===== config.mk =====
export PLATFORM = sky130hd
export DESIGN_NAME = rosc_meas_sequencer
export DESIGN_NICKNAME = d
export VERILOG_FILES = /design/src/rtl/rosc_meas_sequencer.sv
export SDC_FILE = /design/constraint.sdc
export NUM_CORES = 1
export LEC_CHECK = 0
export ABC_AREA = 1
export BUFFER_PORTS_ARGS = -buffer_cell sky130_fd_sc_hd__clkbuf_2
export CORE_MARGIN = 2
export CORE_UTILIZATION = 50
export CTS_BUF_LIST = sky130_fd_sc_hd__clkbuf_16
export DETAILED_ROUTE_END_ITERATION = 8
export GPL_ROUTABILITY_DRIVEN = 0
export HOLD_SLACK_MARGIN = 0.05
export PLACE_DENSITY = 0.66
export REMOVE_ABC_BUFFERS = 1
export SYNTH_ARGS = -nofsm -noshare
export SYNTH_HDL_FRONTEND = slang
export SYNTH_SLANG_ARGS = --single-unit

===== constraint.sdc =====
create_clock -name clk -period 2.74 [get_ports clk]
set_input_delay 0.137 -clock clk [delete_from_list [all_inputs] [get_ports clk]]
set_output_delay 0.137 -clock clk [all_outputs]
set_load 0.005 [all_outputs]

===== src/rtl/rosc_meas_sequencer.sv =====
// Stress/measure sequencer for the three-ring ROSC block; build with ROSC_SAT_CNT_EN for a saturating counter (default wraps).
// Latency: all outputs registered, one CLK after the deciding input; each result is held in REPORT until accepted.
// Backpressure: cnt_valid/cnt_ready handshake; the sequence stalls in REPORT while cnt_ready is low.
module rosc_meas_sequencer #(
    parameter int CNT_W      = 16,
    parameter int STRESS_W   = 24,
    parameter int SETTLE_CYC = 64,
    parameter int GATE_CYC   = 1024
) (
    input  logic                clk,
    input  logic                rst_n,
    input  logic                run,
    input  logic                abort,
    input  logic                cont,
    input  logic                ac_mode,
    input  logic [2:0]          ring_mask,
    input  logic [STRESS_W-1:0] stress_len,
    input  logic                rosc_out,
    output logic                sel_inv,
    output logic                sel_nand,
    output logic                sel_nor,
    output logic                start,
    output logic                ac_dc,
    output logic                en_power_rosc,
    output logic                en_rosc,
    output logic                meas_stress,
    output logic                cnt_valid,
    input  logic                cnt_ready,
    output logic [CNT_W-1:0]    cnt_data,
    output logic [1:0]          cnt_ring,
    output logic                cnt_ovf,
    output logic                busy,
    output logic                done
);
    localparam int TMR_W0 = (STRESS_W > $clog2(GATE_CYC)) ? STRESS_W : $clog2(GATE_CYC);
    localparam int TMR_W  = (TMR_W0 > $clog2(SETTLE_CYC)) ? TMR_W0 : $clog2(SETTLE_CYC);
    localparam logic [TMR_W-1:0] TMR_ONE   = TMR_W'(1);
    localparam logic [TMR_W-1:0] SETTLE_LD = TMR_W'(SETTLE_CYC - 1);
    localparam logic [TMR_W-1:0] GATE_LD   = TMR_W'(GATE_CYC - 1);
    localparam logic [CNT_W-1:0] CNT_ONE   = CNT_W'(1);

    typedef enum logic [2:0] {S_IDLE, S_STRESS, S_SETTLE, S_GATE, S_REPORT} state_t;

    state_t                state, state_nxt;
    logic [1:0]            ring, ring_nxt;
    logic [TMR_W-1:0]      tmr, tmr_nxt, in_len_ld, cfg_len_ld;
    logic                  cfg_cont, cfg_ac;
    logic [2:0]            cfg_mask, pick;
    logic [STRESS_W-1:0]   cfg_len;
    logic                  done_nxt, meas_nxt, ac_eff;
    logic                  s1, s2, s3, rise;
    logic [CNT_W-1:0]      cnt, cnt_nxt;
    logic                  ovf, ovf_nxt;

    // Returns {found, index} of the lowest set mask bit at or above 'from'.
    function automatic logic [2:0] find_ring(input logic [2:0] mask, input logic [2:0] from);
        find_ring = 3'b000;
        for (int i = 2; i >= 0; i--)
            if (mask[i] && i >= int'(from)) find_ring = {1'b1, 2'(i)};
    endfunction

    assign in_len_ld  = (stress_len != '0) ? TMR_W'(stress_len) - TMR_ONE : '0;
    assign cfg_len_ld = (cfg_len != '0) ? TMR_W'(cfg_len) - TMR_ONE : '0;

    always_comb begin
        state_nxt = state;
        ring_nxt  = ring;
        done_nxt  = 1'b0;
        pick      = 3'b000;
        tmr_nxt   = (tmr != '0) ? tmr - TMR_ONE : tmr;
        case (state)
            S_IDLE: if (run) begin
                pick = find_ring(ring_mask, 3'd0);
                if (stress_len != '0 || !pick[2]) begin
                    state_nxt = S_STRESS;
                    tmr_nxt   = in_len_ld;
                end else begin
                    state_nxt = S_SETTLE;
                    ring_nxt  = pick[1:0];
                    tmr_nxt   = SETTLE_LD;
                end
            end
            S_STRESS: if (tmr == '0) begin
                pick = find_ring(cfg_mask, 3'd0);
                if (pick[2]) begin
                    state_nxt = S_SETTLE;
                    ring_nxt  = pick[1:0];
                    tmr_nxt   = SETTLE_LD;
                end else if (cfg_cont) begin
                    tmr_nxt = cfg_len_ld;
                end else begin
                    state_nxt = S_IDLE;
                    done_nxt  = 1'b1;
                end
            end
            S_SETTLE: if (tmr == '0) begin
                state_nxt = S_GATE;
                tmr_nxt   = GATE_LD;
            end
            S_GATE: if (tmr == '0) state_nxt = S_REPORT;
            S_REPORT: if (cnt_valid && cnt_ready) begin
                pick = find_ring(cfg_mask, {1'b0, ring} + 3'd1);
                if (!pick[2] && cfg_cont) pick = find_ring(cfg_mask, 3'd0);
                if (cfg_cont && pick[2] == 1'b1 && find_ring(cfg_mask, {1'b0, ring} + 3'd1) == 3'b000
                        && cfg_len != '0) begin
                    state_nxt = S_STRESS;
                    tmr_nxt   = cfg_len_ld;
                end else if (pick[2]) begin
                    state_nxt = S_SETTLE;
                    ring_nxt  = pick[1:0];
                    tmr_nxt   = SETTLE_LD;
                end else begin
                    state_nxt = S_IDLE;
                    done_nxt  = 1'b1;
                end
            end
            default: state_nxt = S_IDLE;
        endcase
        // Abort overrides everything, including a same-cycle RUN.
        if (abort) begin
            state_nxt = S_IDLE;
            done_nxt  = 1'b0;
        end
    end

    assign rise = s2 & ~s3;

    always_comb begin
        cnt_nxt = cnt;
        ovf_nxt = ovf;
        if (rise) begin
`ifdef ROSC_SAT_CNT_EN
            if (&cnt) ovf_nxt = 1'b1;
            else      cnt_nxt = cnt + CNT_ONE;
`else
            cnt_nxt = cnt + CNT_ONE;
            if (&cnt) ovf_nxt = 1'b1;
`endif
        end
    end

    assign meas_nxt = (state_nxt == S_SETTLE) || (state_nxt == S_GATE) || (state_nxt == S_REPORT);
    assign ac_eff   = (state == S_IDLE) ? ac_mode : cfg_ac;

    always_ff @(posedge clk or negedge rst_n) begin
        if (!rst_n) begin
            state <= S_IDLE;  ring <= 2'd0;  tmr <= '0;
            cfg_cont <= 1'b0; cfg_ac <= 1'b0; cfg_mask <= 3'b000; cfg_len <= '0;
            s1 <= 1'b0; s2 <= 1'b0; s3 <= 1'b0;
            cnt <= '0; ovf <= 1'b0;
            sel_inv <= 1'b0; sel_nand <= 1'b0; sel_nor <= 1'b0;
            start <= 1'b0; ac_dc <= 1'b0; en_power_rosc <= 1'b0; en_rosc <= 1'b0;
            meas_stress <= 1'b0; cnt_valid <= 1'b0; cnt_data <= '0; cnt_ring <= 2'd0;
            cnt_ovf <= 1'b0; busy <= 1'b0; done <= 1'b0;
        end else begin
            state <= state_nxt;
            ring  <= ring_nxt;
            tmr   <= tmr_nxt;
            if (state == S_IDLE && run && !abort) begin
                cfg_cont <= cont;  cfg_ac  <= ac_mode;
                cfg_mask <= ring_mask; cfg_len <= stress_len;
            end
            s1 <= rosc_out; s2 <= s1; s3 <= s2;
            if (state != S_GATE && state_nxt == S_GATE) begin
                cnt <= '0;
                ovf <= 1'b0;
            end else if (state == S_GATE) begin
                cnt <= cnt_nxt;
                ovf <= ovf_nxt;
            end
            sel_inv       <= meas_nxt && ring_nxt == 2'd0;
            sel_nand      <= meas_nxt && ring_nxt == 2'd1;
            sel_nor       <= meas_nxt && ring_nxt == 2'd2;
            start         <= state_nxt == S_STRESS;
            ac_dc         <= state_nxt == S_STRESS && ac_eff;
            en_power_rosc <= state_nxt != S_IDLE;
            en_rosc       <= meas_nxt;
            meas_stress   <= meas_nxt;
            cnt_valid     <= state_nxt == S_REPORT;
            busy          <= state_nxt != S_IDLE;
            done          <= done_nxt;
            if (state_nxt != S_REPORT) cnt_ovf <= 1'b0;
            else if (state == S_GATE)  cnt_ovf <= ovf_nxt;
            if (state == S_GATE && state_nxt == S_REPORT) begin
                cnt_data <= cnt_nxt;
                cnt_ring <= ring;
            end
        end
    end
endmodule


# Yosys cells after proc, flatten, opt, wreduce, memory -nomap -nowiden
# Cells that the tools add are included.
# Widths: inputs -> output; s select.
[totals]
output_inout_bits = 30
rom_bits = 0
register_bits = 106
latch_bits = 0
inputBits = 35
ram_bits = 0
n_memories = 0
[op_classes]
n_div = 0
bitwise = 2
magnitude_cmp = 3
reduce_logical = 33
muxes = 68
shifts = 0
n_eq_ne = 12
mul = 0
add_sub_neg = 5
[op_table]
columns = ["cell", "n"]
rows = [
  ["$mux 24", 12],
  ["$pmux 24 s4", 1],
  ["$mux 3", 26],
  ["$reduce_bool 24->1", 3],
  ["$sub 24x1->24 const B", 3],
  ["$mux 16", 3],
  ["$logic_not 24->1", 1],
  ["$mux 2", 10],
  ["$add 16x1->16 const B", 1],
  ["$logic_and 1x1->1", 16],
  ["$reduce_and 16->1", 1],
  ["$pmux 3 s5", 1],
  ["$mux 1", 13],
  ["$eq 3x2->1 const B", 4],
  ["$eq 3x1->1 const B", 2],
  ["$eq 3x3->1 const B", 2],
  ["$ge 1x3->1 const A", 2],
  ["$logic_not 3->1", 2],
  ["$pmux 2 s3", 1],
  ["$reduce_bool 2->1", 2],
  ["$add 2x1->3 const B", 1],
  ["$ge 2x3->1 const A", 1],
  ["$logic_not 1->1", 3],
  ["$logic_or 1x1->1", 3],
  ["9 further kinds", 9],
]

# Depth between registers and ports, before layout
[depth]
depth_word = 24
depth_mapped = 14
depth_no_buf = 13

# Worst setup path after synthesis
# Ideal clock, no wire load.
[synth_timing]
kind = "register to register"
start = "register tmr[0]"
end = "register tmr[21]"
t_arrival_ns = 1.794
required_time_ns = 2.609
stages_incl_launch_ff = 12
setup_slack_ns = 0.815
path_buffers = 1
cell_sequence = "dfrtp_1 inv_1 ha_1 nand2_1 nor2_2 nand3_4 buf_4 nand2_1 nor2_1 or2_2 nand3_1 o211ai_1"
[synth_via]
elab_chain_cells = 6
elab_cells_between_ends = 13
classes_between = "add/sub (1); mux (10); reduce/logical (2)"
[synth_lines]
columns = ["element", "line_no", "rtl"]
rows = [
  ["from (decl)", "46", "logic [TMR_W-1:0] tmr, tmr_nxt, in_len_ld, cfg_len_ld;"],
  ["from (signal assigned)", "158", "tmr <= tmr_nxt;"],
  ["$sub 24x1->24 or $reduce_bool 24->1 (tied branches)", "70", "tmr_nxt = (tmr != '0) ? tmr - TMR_ONE : tmr;"],
  ["$mux 24", "70", ""],
  ["$mux 24, on equally long branches", "108, 89", ""],
  ["$mux 24, on equally long branches", "104, 85", ""],
  ["$mux 24, on equally long branches", "101, 83", ""],
  ["$pmux 24 s4 (*)", "71", "case (state)"],
  ["named net tmr_nxt[21]", "46", ""],
]
# The timed path passes the listed nets; every way through them passes the cells marked *.
# A chain may end at the register's enable or synchronous reset.

# Final worst setup path
[layout_timing]
start = "register tmr[0]"
end = "register tmr[14]"
# The elaborated chain is that of the path after synthesis.

==> flow_summary.toml <==
[finish]
mostFrequentLayoutCells = "nand2_1, nor2_1, dfrtp_1"
final_common_cell = "nand2_1"
layout-drive-gt1-share_pct = 12.5
area_growth_pct = 12.7
fin_nets = 1134
final_cell_count_no_fill = 1277
diodes = 0

[setup_path]
end_kind = "register"
cp-start-kind = "register"
r2r-start = "tmr[0]"
cp_max_fo = 16
critPathLaunch = "tmr[0]"
cp.arrival_ns = 2.64
critPathKind = "reg -> reg"
worstPathRequired_ns = 2.96

[global_route]
grt_pass1_vias = 6185
grt_util_all_layers_pct = 26.4
antenna_found_initial = 0
grt_start_max_net_pins = 57
gr-total-overflow = 0
grt_first_pass_wirelength_mm = 31.1

[timing]
setup_viol = 0
fmax_ghz = 0.414
setup_tns_ns = 0
worstMarginPinSlew_ns = 0.671
finalHoldViolations = 0
fin_crit_sh_pct = 88.2
grt_setup_unrepaired = "false"
worst_slew_margin_rel_pct = 55.3
skew_ns = 0.00606
post-route-min-period_ns = 2.42
slew_viol_final = 0

[synthesis]
ys_ff_latch = 106
seq_area_frac_synth_pct = 37.4
syn_area_um2 = 7090
syn_inst = 1021
synth-async-reset-ratio_pct = 100
yosysWarnings = 0
synth_flop_cell = "dfrtp_1"
yosysUniqueCellTypes = 47
syn_area_per_cell_um2 = 6.94
synth_edf_count = 0

[flow_run]
drv_cap = 0

[floorplan]
initial_core_util_pct = 51.1
dieArea_um2 = 15100
io_pins = 65
dieWidth_um = 123
die_y_um = 123
core_um2 = 13900
rows = 43

[hold_path]
hold_class = "in -> reg"
hold_path_startpoint = "ring_mask[0]"

[detailed_routing]
detail-route-antenna-nets = 0
drc = 0
firstDrtPassIters = 5
drt-vias-per-instance = 5.21
routed_wl_mm = 18.8
vias = 6657
drt-initial-drc-count = 564
wl_per_cell_um = 14.7

[place]
dp_hpwl_mm = 14.8
dp.cells = 1253
portBuffers = 64

[clock_tree]
path_clk_slew_ns = 0.07
cts_tree = "built"
cts_setup_buffers = 0
cts_max_path_buffers = 2
htreeDepth = 3
clk_latency_ns = 0.36
cts_root_buf = "clkbuf_16"
clock_sinks = 106
cts_buffers = 9

[power_and_ir_drop]
powerDensity_nw_per_um2 = 576
vdd_drop_max_mv = 0.374
power_leakage_nw = 3.98

[run_status]
outcome = "complete, no violations"
==> metal layers <==
layer	vias to the layer above	part of all wire, %	track usage (%)
met3	24	5.1	5.07
met2	189	46	40.8
met5	-	0	0
met1	3026	48	38.1
met4	0	1.5	6.68
li1	3418	-	-
==> metrics by stage <==
| step | total power [mW] | cell area [um2] | setup WS [ns] | utilization (%) | hold WS, ns |
|---|---|---|---|---|---|
| floorplan | 2.89 | 6980 | 0.452 | - | -0.159 |
| global placement | 3.29 | 7600 | 0.371 | 54.8 | 0.216 |
| detailed placement | 3.29 | 7600 | 0.364 | 54.8 | 0.217 |
| CTS | 4.61 | 7990 | 0.343 | 57.5 | 0.0508 |
| global route | 4.92 | 7990 | 0.0948 | 57.5 | 0.0740 |
| finish | 4.60 | 7990 | 0.322 | 57.5 | 0.0554 |
==> repair_timing <==
| item | CTS | global route |
|---|---|---|
| resized for setup | 0 | 0 |
| hold buffers | 9 | 0 |
| endpoints found under the hold margin | 58 | 0 |
==> worst paths after layout <==
| kind | cells past startpoint | to | slack, ns |
|---|---|---|---|
| max in group asynchronous | 3 | sel_nor | 1.65 |
| max | 9 | tmr[14] | 0.32 |
| min in group asynchronous | 2 | s2 | 0.35 |
| min reg2reg | 0 | s2 | 0.35 |
| max reg2reg | 9 | tmr[14] | 0.32 |
| min | 3 | cfg_mask[0] | 0.06 |
==> cell families (layout without fill, tap and decap cells) <==
logic type	after synthesis	after routing	share of synthesized area, %
multiplexers	4	4	0.635
adder cells (fa/ha/maj)	6	6	1.06
buffers and inverters	131	207	7.40
AO/OA/AOI/OAI	101	101	8.67
XOR/XNOR	51	51	6.30
AND/OR/NAND/NOR	622	622	38.5
flip-flops	106	106	37.4
==> synth_stat cells (2+ instances only) <==
cell	instances	area, um2
a21oi_1	16	80.1
a31oi_1	3	18.8
buf_2	5	25.0
buf_4	5	37.5
clkbuf_1	8	30.0
dfrtp_1	106	2650
ha_1	6	75.1
inv_1	104	390
inv_2	7	26.3
mux2_2	4	45.0
nand2_1	305	1140
nand2_2	4	25.0
nand3_1	96	480
nand3_2	4	40.0
nand3_4	2	35.0
nand3b_1	3	22.5
nand4_1	20	125
nor2_1	148	556
nor2_2	7	43.8
nor2_4	4	45.0
nor3_1	11	55.1
nor4_1	4	25.0
o211ai_1	14	105
o211ai_2	3	37.5
o21a_1	2	15.0
o21ai_0	51	255
o21ai_1	4	20.0
or2_2	7	43.8
xnor2_1	18	158
xor2_1	33	289
==> worst max-delay path, cell delays in order (launching register included) <==
cell	delay (ns)
dfrtp_1	0.40
inv_1	0.11
ha_1	0.22
nand2_1	0.15
nor2_2	0.24
nand3_4	0.23
a21oi_1	0.22
nand4_2	0.36
nand2_1	0.21
o211ai_1	0.13
==> final cells by class <==
type	instances	area [um2]
Multi-Input combinational cell	784	3920
Tap cell	180	225
Clock inverter	6	67.6
Fill cell	1353	5900
Clock buffer	9	225
Inverter	112	420
Sequential cell	106	2650
Timing Repair Buffer	80	478
==> sequential cells by signal (all words and copies together) (netlist names), 2 cells and up <==
name / cells
cnt: 16
tmr: 24
ring: 2
state: 3
cnt_data: 16
cnt_ring: 2
cfg_len: 24
cfg_mask: 3
==> where the power goes <==
group | switching, mW | leakage [nW] | total [mW] | internal, mW
clock | 0.591 | 0.149 | 1.30 | 0.710
sequential | 0.229 | 1.30 | 2.00 | 1.77
combinational | 0.842 | 2.53 | 1.30 | 0.455
total | 1.66 | 3.98 | 4.60 | 2.94
(Power assumes the default switching activity.)
